### src/rtl/fetch_pkg.sv
// Shared types and constants for the instruction fetch stage.
package fetch_pkg;

    localparam int INSN_W       = 32;
    localparam int WORD_STEP    = 4;
    localparam int FETCH_ADDR_W = 32;

    localparam logic [FETCH_ADDR_W-1:0] DEFAULT_RESET_PC = 32'h0000_0000;

    typedef struct packed {
        logic [INSN_W-1:0]       insn;
        logic [FETCH_ADDR_W-1:0] pc;
    } fetch_entry_t;

endpackage

### src/rtl/fetch_fifo.sv
// Prefetch FIFO of fetched words and their PCs; head is read combinationally.
// Flush wins over push; the caller must only push when not full or when popping.
module fetch_fifo
    import fetch_pkg::*;
#(
    parameter int DEPTH = 4,
    parameter int CNT_W = $clog2(DEPTH) + 1
) (
    input  logic             clk,
    input  logic             reset,
    input  logic             push,
    input  fetch_entry_t     wdata,
    input  logic             pop,
    input  logic             flush,
    output fetch_entry_t     rdata,
    output logic [CNT_W-1:0] count,
    output logic             full,
    output logic             empty
);

    localparam int PTR_W = $clog2(DEPTH);

    fetch_entry_t     mem [DEPTH];
    logic [PTR_W-1:0] rd_ptr;
    logic [PTR_W-1:0] wr_ptr;
    logic             do_pop;

    assign empty  = (count == '0);
    assign full   = (count == CNT_W'(DEPTH));
    assign do_pop = pop && !empty;
    assign rdata  = mem[rd_ptr];

    always_ff @(posedge clk) begin
        if (reset || flush) begin
            rd_ptr <= '0;
            wr_ptr <= '0;
            count  <= '0;
        end else begin
            if (push) begin
                wr_ptr <= wr_ptr + PTR_W'(1);
            end
            if (do_pop) begin
                rd_ptr <= rd_ptr + PTR_W'(1);
            end
            count <= count + CNT_W'(push) - CNT_W'(do_pop);
        end
    end

    // Storage needs no reset: entries are only visible once counted.
    always_ff @(posedge clk) begin
        if (push && !flush && !reset) begin
            mem[wr_ptr] <= wdata;
        end
    end

endmodule

### src/rtl/fetch_unit.sv
// Instruction fetch stage: issues sequential word fetches, buffers responses,
// handles redirects. Define FETCH_PERF_EN to add the o_perf_stall counter.
module fetch_unit
    import fetch_pkg::*;
#(
    parameter int                ADDR_W   = FETCH_ADDR_W,
    parameter int                DEPTH    = 4,
    parameter logic [ADDR_W-1:0] RESET_PC = DEFAULT_RESET_PC
) (
    input  logic              clk,
    input  logic              i_reset,
    input  logic              i_running,
    input  logic              i_redirect,
    input  logic [ADDR_W-1:0] i_redirect_pc,
    output logic              o_mem_req,
    output logic [ADDR_W-1:0] o_mem_addr,
    input  logic              i_mem_gnt,
    input  logic              i_mem_rvalid,
    input  logic [31:0]       i_mem_rdata,
    output logic              o_insn_valid,
    output logic [31:0]       o_insn,
    output logic [ADDR_W-1:0] o_insn_pc,
    input  logic              i_insn_ready
`ifdef FETCH_PERF_EN
    ,
    output logic [31:0]       o_perf_stall
`endif
);

    localparam int CNT_W = $clog2(DEPTH) + 1;

    logic [ADDR_W-1:0] fetch_pc;
    logic [ADDR_W-1:0] resp_pc;
    logic [ADDR_W-1:0] redirect_target;
    logic [CNT_W-1:0]  outstanding;
    logic [CNT_W-1:0]  outstanding_next;
    logic [CNT_W-1:0]  discard;
    logic [CNT_W:0]    in_flight;
    logic              granted;
    logic              rsp_drop;
    logic              rsp_accept;

    fetch_entry_t      push_entry;
    fetch_entry_t      head_entry;
    logic              fifo_push;
    logic              fifo_pop;
    logic [CNT_W-1:0]  fifo_count;
    logic              fifo_full;
    logic              fifo_empty;

    assign redirect_target = i_redirect_pc & ~ADDR_W'(3);

    // Words in flight plus words buffered may never exceed the FIFO size.
    assign in_flight  = {1'b0, outstanding} + {1'b0, fifo_count};
    assign o_mem_req  = !i_reset && i_running && !i_redirect
                        && (in_flight < (CNT_W + 1)'(DEPTH));
    assign o_mem_addr = fetch_pc;
    assign granted    = o_mem_req && i_mem_gnt;

    assign outstanding_next = outstanding + CNT_W'(granted) - CNT_W'(i_mem_rvalid);

    assign rsp_drop   = i_mem_rvalid && (discard != '0);
    assign rsp_accept = i_mem_rvalid && (discard == '0) && !i_redirect;

    assign push_entry.insn = i_mem_rdata;
    assign push_entry.pc   = FETCH_ADDR_W'(resp_pc);
    assign fifo_push       = rsp_accept && (!fifo_full || fifo_pop);
    assign fifo_pop        = o_insn_valid && i_insn_ready;

    assign o_insn_valid = !fifo_empty;
    assign o_insn       = o_insn_valid ? head_entry.insn : '0;
    assign o_insn_pc    = o_insn_valid ? ADDR_W'(head_entry.pc) : '0;

    // On redirect, everything still in flight after this cycle becomes stale.
    always_ff @(posedge clk) begin
        if (i_reset) begin
            fetch_pc    <= RESET_PC;
            resp_pc     <= RESET_PC;
            outstanding <= '0;
            discard     <= '0;
        end else begin
            outstanding <= outstanding_next;
            if (i_redirect) begin
                fetch_pc <= redirect_target;
                resp_pc  <= redirect_target;
                discard  <= outstanding_next;
            end else begin
                if (granted) begin
                    fetch_pc <= fetch_pc + ADDR_W'(WORD_STEP);
                end
                if (rsp_accept) begin
                    resp_pc <= resp_pc + ADDR_W'(WORD_STEP);
                end
                if (rsp_drop) begin
                    discard <= discard - CNT_W'(1);
                end
            end
        end
    end

    fetch_fifo #(
        .DEPTH (DEPTH),
        .CNT_W (CNT_W)
    ) u_fifo (
        .clk   (clk),
        .reset (i_reset),
        .push  (fifo_push),
        .wdata (push_entry),
        .pop   (fifo_pop),
        .flush (i_redirect),
        .rdata (head_entry),
        .count (fifo_count),
        .full  (fifo_full),
        .empty (fifo_empty)
    );

`ifdef FETCH_PERF_EN
    // Counts cycles the core was ready but had nothing to consume.
    always_ff @(posedge clk) begin
        if (i_reset) begin
            o_perf_stall <= '0;
        end else if (i_running && i_insn_ready && !o_insn_valid
                     && (o_perf_stall != 32'hFFFF_FFFF)) begin
            o_perf_stall <= o_perf_stall + 32'd1;
        end
    end
`endif

endmodule

### config.mk
export PLATFORM = sky130hd
export DESIGN_NAME = fetch_unit
export DESIGN_NICKNAME = d
export VERILOG_FILES = /design/src/rtl/fetch_pkg.sv /design/src/rtl/fetch_fifo.sv /design/src/rtl/fetch_unit.sv
export SDC_FILE = /design/constraint.sdc
export NUM_CORES = 1
export LEC_CHECK = 0
export ABC_AREA = 1
export BUFFER_PORTS_ARGS = -buffer_cell sky130_fd_sc_hd__buf_2
export CORE_UTILIZATION = 50
export DETAILED_ROUTE_END_ITERATION = 8
export PLACE_DENSITY_LB_ADDON = 0.12
export RECOVER_POWER = 50
export SLEW_MARGIN = 20
export SYNTH_ARGS = -nofsm -noshare
export SYNTH_HDL_FRONTEND = slang
export SYNTH_SLANG_ARGS = --single-unit
### constraint.sdc
create_clock -name clk -period 5 [get_ports clk]
set_input_delay 0.25 -clock clk [delete_from_list [all_inputs] [get_ports clk]]
set_output_delay 0.25 -clock clk [all_outputs]
set_load 0.02 [all_outputs]
[Word level (Yosys, flattened, before mapping)]
Memories as Yosys holds them, arrays and structs flattened. A register that Yosys moved wholly into a read port is not among the register bits.
Cells that the tools add are included.
Operators by class
  equal/unequal tests: 1
  $lt $le $gt $ge: 1
  add/sub/neg operators: 10
  reduce and logical (&&, ||, !) cells: 25
  multiplexer cells: 12
Operators by type and width (count)
  32-bit two-way mux: 6
  32-bit by 3-bit adder with 32-bit output (second input constant): 2
  1-bit logical AND: 12
  3-bit by 1-bit adder with 3-bit output: 2
  3-bit zero test: 2
  3-bit two-way mux: 2
  2-bit nonzero test: 3
  3-bit by 1-bit subtractor with 3-bit output: 2
  2-bit by 1-bit adder with 2-bit output (second input constant): 2
  3-bit by 3-bit adder with 4-bit output: 1
  1-bit zero test: 4
  4-bit by 3-bit less-than comparator with 1-bit output (second input constant): 1
  2-bit two-way mux: 2
  3-bit == test (second input constant): 1
  3-bit nonzero test: 1
  3-bit by 1-bit subtractor with 3-bit output (second input constant): 1
  1-bit logical OR: 2
  1-bit two-way mux: 2
  2-bit OR reduction: 1
Storage, ports and cells
  bits of input ports: 71
  RAM bits: 256
  bits in registers: 77
  memories kept: 1
Memory list
  u_fifo.mem: depth 4, width 64, rd ports 1, clocked after memory_dff 1, wr ports 1, RTL line fetch_fifo.sv:23  | fetch_entry_t mem [DEPTH];

[Logic depth before layout (Yosys ltp)]
Gate-level depths: netlist of the first run.
  depth after elaboration: 9
  gate-level depth with buffers: 15
  depth with buffers taken out: 14

[Cells and area by module]
A second synthesis of the first run with hierarchy kept.
Unflattened totals
  cell total of the unflattened synthesis: 1589
  area, all modules: 15135.8 um^2
By module, submodules not included
  fetch_fifo: cells an instance 682, instances 1, area an instance 9962.1 um^2, seq. area each 7867.5 um^2
  fetch_unit: cells an instance 907, instances 1, area an instance 5173.7 um^2, seq. area each 1321.3 um^2

[Worst setup path before layout of the first run]
Ideal clock, no wire load.
  kind: reg-to-reg
  start point: reg discard[0]
  end point: mem u_fifo.mem[0][10] (netlist name) (enable)
  required time: 4.518 ns
  period minus slack after synthesis: 4.163 ns
  setup time: 0.482 ns
  path buffers: 0
  setup slack: 0.837 ns
  data arrival time: 3.681 ns
  cell stages (with the launch flop): 9
  cell sequence: dfxtp_1 inv_1 ha_1 nand3_1 nor2_1 nand2_1 inv_1 nand2_1 nor2_1
Between the ends
  word-level cells in the longest chain between the ends: 8
RTL lines
  start, declared: RTL line fetch_unit.sv:37  | logic [CNT_W-1:0] discard;
  start signal, assigned: RTL line fetch_unit.sv:86  | discard <= outstanding_next;
  start signal, assigned: RTL line fetch_unit.sv:95  | discard <= discard - CNT_W'(1);
  3-bit zero test: RTL line fetch_unit.sv:63  | assign rsp_accept = i_mem_rvalid && (discard == '0) && !i_redirect;
  1-bit logical AND (2 in series): RTL line fetch_unit.sv:63
  1-bit logical AND: RTL line fetch_unit.sv:67  | assign fifo_push = rsp_accept && (!fifo_full || fifo_pop);
  1-bit logical AND (2 in series): RTL line fetch_fifo.sv:51  | if (push && !flush && !reset) begin
  1-bit two-way mux: RTL line fetch_fifo.sv:51
  1-bit two-way mux (not written as such): RTL line fetch_fifo.sv:52  | mem[wr_ptr] <= wdata;
  end, declared: RTL line fetch_fifo.sv:23
No other way between the ends.

[Worst setup path after layout of the first run]
  start point: reg discard[1]
  end point: mem u_fifo.mem[1][29] (netlist name) (enable)
The elaborated chain is that of the path after synthesis.

==> results of run 1 <==
==> cell families (layout without fill, tap and decap cells) <==
| group | after synthesis | after routing |
|---|---|---|
| buffers and inverters | 195 | 390 |
| AND/OR/NAND/NOR | 747 | 747 |
| other | 1 | 4 |
| flip-flops | 323 | 323 |
| adder cells (fa/ha/maj) | 16 | 16 |
| AO/OA/AOI/OAI | 295 | 295 |
| XOR/XNOR | 16 | 16 |
==> power breakdown <==
group	internal, mW	switching, mW	total (mW)
sequential	2.96	0.0802	3.04
combinational	0.180	0.398	0.578
clock	1.48	1.02	2.49
==> layer usage <==
metal / global-route usage [%] / up-vias
met1: 31.0 / 5358
met3: 3.18 / 66
met5: 0 / -
met4: 8.11 / 0
li1: - / 5656
met2: 39.2 / 380
==> registers in the layout, summed over array words and instances, names as in the netlist, named ones only <==
register       cells
resp_pc           30
o_mem_addr        30
outstanding        3
u_fifo.rd_ptr      2
u_fifo.mem       248
u_fifo.wr_ptr      2
u_fifo.count       3
discard            3
==> final timing paths <==
path / from / end / slack [ns] / cells past startpoint
max: discard[1]$_SDFFE_PP0P_ / u_fifo.mem[1][29]$_DFFE_PP_ / 1.26 / 10
min: i_redirect_pc[17] / resp_pc[17]$_SDFFE_PP0P_ / 0.02 / 3
max reg2reg: discard[1]$_SDFFE_PP0P_ / u_fifo.mem[1][29]$_DFFE_PP_ / 1.26 / 10
min reg2reg: u_fifo.rd_ptr[1]$_SDFFE_PP0P_ / flip-flop / 0.46 / 2
==> worst min-delay path: stages <==
cell and delay, ns:
sky130_fd_sc_hd__buf_2 0.11, sky130_fd_sc_hd__nand3_1 0.08, sky130_fd_sc_hd__nand2_1 0.06
==> synth_stat cells, types with 5 or more instances <==
master and number:
sky130_fd_sc_hd__a31oi_1 8, sky130_fd_sc_hd__nor2_1 355, sky130_fd_sc_hd__nand3b_1 5, sky130_fd_sc_hd__buf_2 15
sky130_fd_sc_hd__xor2_1 8, sky130_fd_sc_hd__nand3_1 76, sky130_fd_sc_hd__xnor2_1 8, sky130_fd_sc_hd__ha_1 14
sky130_fd_sc_hd__nand4_1 8, sky130_fd_sc_hd__a21oi_1 116, sky130_fd_sc_hd__nor2_2 7, sky130_fd_sc_hd__clkbuf_1 44
sky130_fd_sc_hd__inv_1 116, sky130_fd_sc_hd__o21ai_0 159, sky130_fd_sc_hd__inv_2 6, sky130_fd_sc_hd__dfxtp_1 75
sky130_fd_sc_hd__buf_4 11, sky130_fd_sc_hd__nand2_1 278, sky130_fd_sc_hd__edfxtp_1 248
==> cell type report <==
cell class	count	area [um^2]
Tap cell	384	480
Sequential cell	323	8950
Fill cell	2488	11700
Multi-Input combinational cell	1078	4940
Timing Repair Buffer	206	1140
Clock inverter	21	203
Inverter	122	458
Clock buffer	41	918
==> stage by stage <==
stage,power [mW],utilization (%),std cells
after CTS,6.18,59.8,2175
after global placement,3.66,54.8,2081
after detailed placement,3.67,54.8,2081
final,6.11,59.4,2175
after global routing,6.35,59.4,2175
after floorplan,3.46,-,1596
==> timing repair <==
| item | 4_1_cts | 5_1_grt |
|---|---|---|
| hold endpoints to repair | 128 | 0 |
| endpoints found under the setup margin | 0 | 0 |
| hold buffers | 32 | 0 |
| setup buffers | 0 | 0 |
==> results.txt, run 1 <==
The number of antenna diodes in the final layout is 0. The unique cell type count in the Yosys netlist came out at 40. Summing all placed instances gives a cell area of 15800 um^2. In this run the biggest area consumer among cell types represents 50.7% of the synthesized area. The number of search-and-repair iterations in the first detailed-routing pass is 5.

Dividing the detail-routed wire length by the instance count gives 16.3 um. The wire length of the first global-routing pass is 55.5 mm. The number of clock buffers added by TritonCTS is 35. The clock sink count is 323. The weighted congestion at the end of routability-driven global placement came out at 0.885. The type of the setup path with the least slack is flip-flop to flip-flop. The clock-pin slew on the worst setup and hold paths is 0.06 ns. The category of cells accounting for the largest share of critical-path delay is buffers and inverters.

Synthesis handed over a netlist of 1593 instances. The mean instance size in the synthesized netlist came out at 9.22 um^2. The sequential-to-total area share from yosys stat is 60.9%. The required time reported for the critical path endpoint is 5.12 ns. OpenSTA, run right after detailed placement, puts the worst setup slack at 1.89 ns. The time the worst path needs with I/O delays and setup came out at 3.74 ns. The worst path setup slack after routing is 1.26 ns. The final layout net count came out at 1853. Leaving out fill and tap cells, the most frequent cell in the layout is sky130_fd_sc_hd__nor2_1. The initial antenna violation count is 0. For this block, wires on met1 add up to 15.4 mm. The post-route clock period utilization came out at 74.8%. Clock latency on the worst-skew pair, taken at its later pin, is 0.51 ns. The uppermost signal routing layer after detailed routing is met4. Dividing total power by cell area gives a power density of 358 nW/um^2. The number of I/O pins is 169.

The cell chosen for the clock root is sky130_fd_sc_hd__clkbuf_16. Setup violations remaining at the end of the flow were counted as 0. After detailed routing, the number of vias per cell comes to 5.27. The via count of the first global-routing pass came out at 10600. The remaining antenna violation count after routing came out at 0. The number of flip-flops and latches in the synthesized netlist is 323.

The number of standard-cell rows in the floorplan came out at 62. The length of routed met2 wiring came out at 17.0 mm. In the synthesized netlist the dominant register cell turns out to be sky130_fd_sc_hd__edfxtp_1. The via count came out at 11500.

The floorplan step set the die height to 173 um. Leaving out fill and tap cells, the most frequent cells in the layout are sky130_fd_sc_hd__nor2_1, sky130_fd_sc_hd__nand2_1, sky130_fd_sc_hd__edfxtp_1. The full die area is 30100 um^2.

The starting density of the core is 51.0%. Counting flops with an async set or reset pin after synthesis yields a share of 0%. Gates resized during post-CTS repair numbered 0. Global routing finished with a remaining overflow of 0.

The post-synthesis xor/xnor area fraction is 0.954%. The compound-cell area share of the yosys netlist came out at 10.3%. The number of synthesized flops with an enable pin is 248. The met3 layer wire length in the routed design is 2.17 mm. The max-cap check violation count is 0. The final-report max-slew violation count is 0.

After detailed routing, the total wire length is 35.4 mm. Summing the areas of all fa, ha and maj instances in the mapped netlist gives 1.46% of the synthesized area. The maximum number of pins on one net before global-route repair is 101. The path class of the lowest-slack min-delay path is input port to flip-flop.

The number of levels in the clock H-tree is 2. The worst relative slew slack came out at 26.6%. The wire-length estimate of the detail-placed layout is 21.0 mm. After floorplanning, the core was sized to cover 28800 um^2.

The synthesized netlist occupies a cell area of 14700 um^2. The setup TNS is 0 ns. The total buffers and inverters traversed by the critical path is 4. The maximum ir drop on the vdd rail came out at 174 uV. The startpoint type of the worst setup path is a flip-flop. Data arrives at the worst endpoint at 3.87 ns.

The detailed router finished its first iteration with 993 violations. The hold slack came out at 0.0205 ns. For this design, the slowest cell found on the critical path is sky130_fd_sc_hd__clkbuf_1. Of the total synthesized cell area, the portion taken by AND, OR, NAND and NOR gates is 20.8%. In the post-synthesis netlist, the biggest area contributors are sky130_fd_sc_hd__edfxtp_1, sky130_fd_sc_hd__dfxtp_1, sky130_fd_sc_hd__nor2_1, sky130_fd_sc_hd__nand2_1, sky130_fd_sc_hd__o21ai_0. The flow ran to the end, and the final reports show no timing, DRC or antenna violations. Setup repair after global routing left no endpoint under its margin. The delay of the slowest cell on the worst path is 0.81 ns. The maximum fanout encountered on the critical timing path is 62. In the final layout, the share of cells above drive strength 1 is 10.4%. By area, the combinational part of the netlist is dominated by simple AND/OR/NAND/NOR gates. The worst setup path is captured at a flip-flop. At the pin with the least slew margin, the transition time is 1.10 ns. The number of warnings issued by yosys is 0.

The chip width is 173 um. The total track usage is 23.3%. The area added between synthesis and finish came out at 16.3%. Traced cell by cell, the critical path runs through inv_1, ha_1, nand3_1, nor2_1, clkbuf_1, nand2_1, inv_1, nand2_1, nor2_4, buf_4. The leakage component of the power is 6.44 nW. The multiplexer share of the synthesized area came out at 0%. The final hold violation count came out at 0. The count of buffers inserted at the top-level ports is 162. Of all cell types, the one taking the most synthesized area is sky130_fd_sc_hd__edfxtp_1.

The maximum clock frequency is 0.267 GHz. TritonCTS built the clock tree. The worst clock skew came out at 0.00916 ns. The post-route cell area came out at 17100 um^2. The residual DRC count is 0. The maximum clock insertion buffer count came out at 3.
Note: power is estimated with default switching activity, not from simulation.
==> run 2, diff against run 1 <==
==> constraint.sdc (replaced) <==
create_clock -name clk -period 3.25 [get_ports clk]
set_input_delay 0.1625 -clock clk [delete_from_list [all_inputs] [get_ports clk]]
set_output_delay 0.1625 -clock clk [all_outputs]
set_load 0.02 [all_outputs]
==> run 2 against run 1 <==
Clock skew is 0.0057 ns higher. Routed wire length hardly changed. Core utilization is 0.97 points higher. Sequential power is 54% higher. Clock power is 58% higher. First-iteration DRC count is 10% lower. Highest routed layer unchanged.
==> results.txt, run 2 (same netlist as run 1, synthesis figures left out) <==
The initial antenna violation count came to 0 (unchanged). The maximum ir drop on the vdd rail is 302 uV (+73%). The number of I/O pins came out at 169 (unchanged). The clock sink count came out at 323 (unchanged). TritonCTS built the clock tree.

The ratio of total power to cell area was 548 nW/um^2 (+53%). The leakage component of the power came out at 6.54 nW (+1.6%). The final layout net count was 1871 (+0.97%).

The transition time of the tightest slew-check pin is 1.34 ns (+0.238 ns). The final-report max-slew violation count is 0 (unchanged). The clock latency on the worst-skew pair was 0.51 ns (about the same). The share of layout cells above drive strength 1 is 10.6% (+0.18 points). The count of antenna diodes in the layout is 0 (unchanged). The full die area came out at 30100 um^2 (unchanged). The wire length after detailed routing is 35.4 mm (about the same). The setup path with the least slack is of type flip-flop to output pin.

The flip-flop count of the largest register after layout is 248 (unchanged). The cell chosen for the clock root is sky130_fd_sc_hd__clkbuf_16. The total track usage is 23.6% (+0.34 points). The number of violations reported at the end of detailed-routing iteration 0 came to 894 (-10%). The final routed wire length divided by cell count came out at 16.2 um (-0.75%). The starting density of the core came out at 51.0% (unchanged). The final design utilization is 60.3% (+0.97 points). The number of setup buffers added after CTS came to 0 (unchanged). More flip-flops sit in one register than any other, and that register is u_fifo.mem. The time the worst path needs with I/O delays and setup is 2.84 ns. The residual DRC count came out at 0 (unchanged). The number of CTS-inserted buffers is 35 (unchanged). The largest individual stage delay along the critical path comes from the cell sky130_fd_sc_hd__dfxtp_4. The max-cap check violation count is 0 (unchanged). The worst relative slew slack came out at 10.7% (-16 points). In the layout the commonest cells are sky130_fd_sc_hd__nor2_1, sky130_fd_sc_hd__nand2_1, sky130_fd_sc_hd__edfxtp_1. The number of filler cells placed in the layout is 2497 (+0.36%). The library cell used most frequently in the layout, excluding fill and tap cells, is sky130_fd_sc_hd__nor2_1. The area added between synthesis and finish came out at 18.2%. STA classifies the critical path startpoint as a flip-flop. The maximum number of pins on one net before global-route repair is 113 (+12%). The number of levels in the clock H-tree came to 2 (unchanged).

The post-route clock period utilization is 87.3%. The weighted congestion at the end of routability-driven global placement is 0.924 (+4.4%). The worst clock skew came out at 0.0149 ns (+0.00573 ns). The hold slack came out at 0.0357 ns (+0.0152 ns). The number of standard-cell rows in the floorplan came out at 62 (unchanged). The via count of the first global-routing pass is 10800 (+1.9%). The number of search-and-repair iterations in the first detailed-routing pass is 5 (unchanged). The flow ran to the end, and the final reports show no timing, DRC or antenna violations. The count of buffers inserted at the top-level ports is 162 (unchanged). The final global-route overflow total came out at 0 (unchanged). The chip width is 173 um (unchanged). The startpoint of the most critical hold path is i_redirect_pc[29]. The delay of the slowest cell on the worst path was 0.85 ns (+0.04 ns). The maximum clock insertion buffer count is 3 (unchanged). The required time reported for the critical path endpoint came out at 3.09 ns (-2.03 ns). The total of endpoints with negative setup slack in the final report came out at 0 (unchanged). The placeable core region came out at 28800 um^2 (unchanged). The final hold violation count is 0 (unchanged). The via count was 11500 (+0.45%). The remaining antenna violation count after routing is 0 (unchanged).

The via-per-instance ratio came to 5.25 (-0.28%). The clock-pin slew on the worst setup and hold paths came to 0.06 ns (about the same). The cell occurring most often along the worst timing path is sky130_fd_sc_hd__nor2_1. Walking the worst path, the cells encountered are buf_4, nor2_1, nor2_1, o21ai_0, a21oi_1, buf_2. Derived from the worst setup path, the maximum achievable clock frequency is 0.352 GHz.

The die extent in y was 173 um (unchanged). The path class of the lowest-slack min-delay path is input port to flip-flop. The endpoint arrival time on the critical path is 2.67 ns (-1.20 ns).

The endpoint kind of the worst setup timing path is an output pin. The maximum fanout encountered on the critical timing path came to 66 (+6.5%). Setup repair after global routing left no endpoint under its margin. The wire length of the first global-routing pass was 56.5 mm (+1.7%). The detailed placer's ending HPWL is 21.8 mm (+3.9%). The startpoint identified for the worst register-to-register timing path is u_fifo.count[1]$_SDFF_PP0_.
-- run 2: final cells by class --
class	count	area, um^2	area share (%)
sequential	323	8950	51.6
timing repair buffer	224	1380	7.96
inverter	122	458	2.64
clock inverter	16	171	0.987
tap	384	480	2.77
clock buffer	44	972	5.60
multi-input combinational	1078	4950	28.5
-- run 2: path summary, 6_finish.rpt --
| path | end | slack, ns | cells after the start |
|---|---|---|---|
| worst min register to register | flip-flop | 0.46 | 2 |
| worst max-delay path | o_insn_pc[11] | 0.41 | 6 |
| worst max register to register | o_mem_addr[12]$_SDFFE_PP0P_ | 0.43 | 12 |
| worst min-delay path | o_mem_addr[29]$_SDFFE_PP0P_ | 0.04 | 5 |
-- run 2: report_power, final --
group          leakage [nW]  switching [mW]  total, mW  internal [mW]
clock network         0.548            1.57       3.93           2.36
registers              2.88           0.128       4.68           4.55
logic                  3.11           0.610      0.905          0.295
-- run 2: per-layer routing --
layer  global-route usage [%]  wire length [um]  up-vias
li1                         -                 -     5690
met1                     31.4             15300     5398
met2                     40.4             17200      362
met3                     3.05              2160       62
met4                     7.15               828        0
met5                        0                 0        -
-- run 2: critical path: cells and delay by family (launching register included) --
kind	cells	cell delay, ns
flops	1	0.85
compound gates	2	0.39
simple gates	2	0.18
buf+inv	2	0.73
-- run 2: per-stage QoR --
stage / instances / setup slack (ns) / power (mW) / TNS [ns] / cell area, um^2
floorplan: 1596 / -0.913 / 5.32 / -226.54 / 14700
finish: 2191 / 0.413 / 9.52 / 0 / 17400
detailed placement: 2089 / 0.564 / 5.66 / 0 / 15900
global route: 2191 / 0.216 / 9.85 / 0 / 17400
CTS: 2191 / 0.331 / 9.60 / 0 / 17500
global placement: 2089 / 0.654 / 5.64 / 0 / 15900
-- run 2: what timing repair did --
| action | 4_1_cts | 5_1_grt |
|---|---|---|
| gates resized for setup | 0 | 0 |
| hold endpoints to repair | 140 | 0 |
| hold buffers | 42 | 0 |
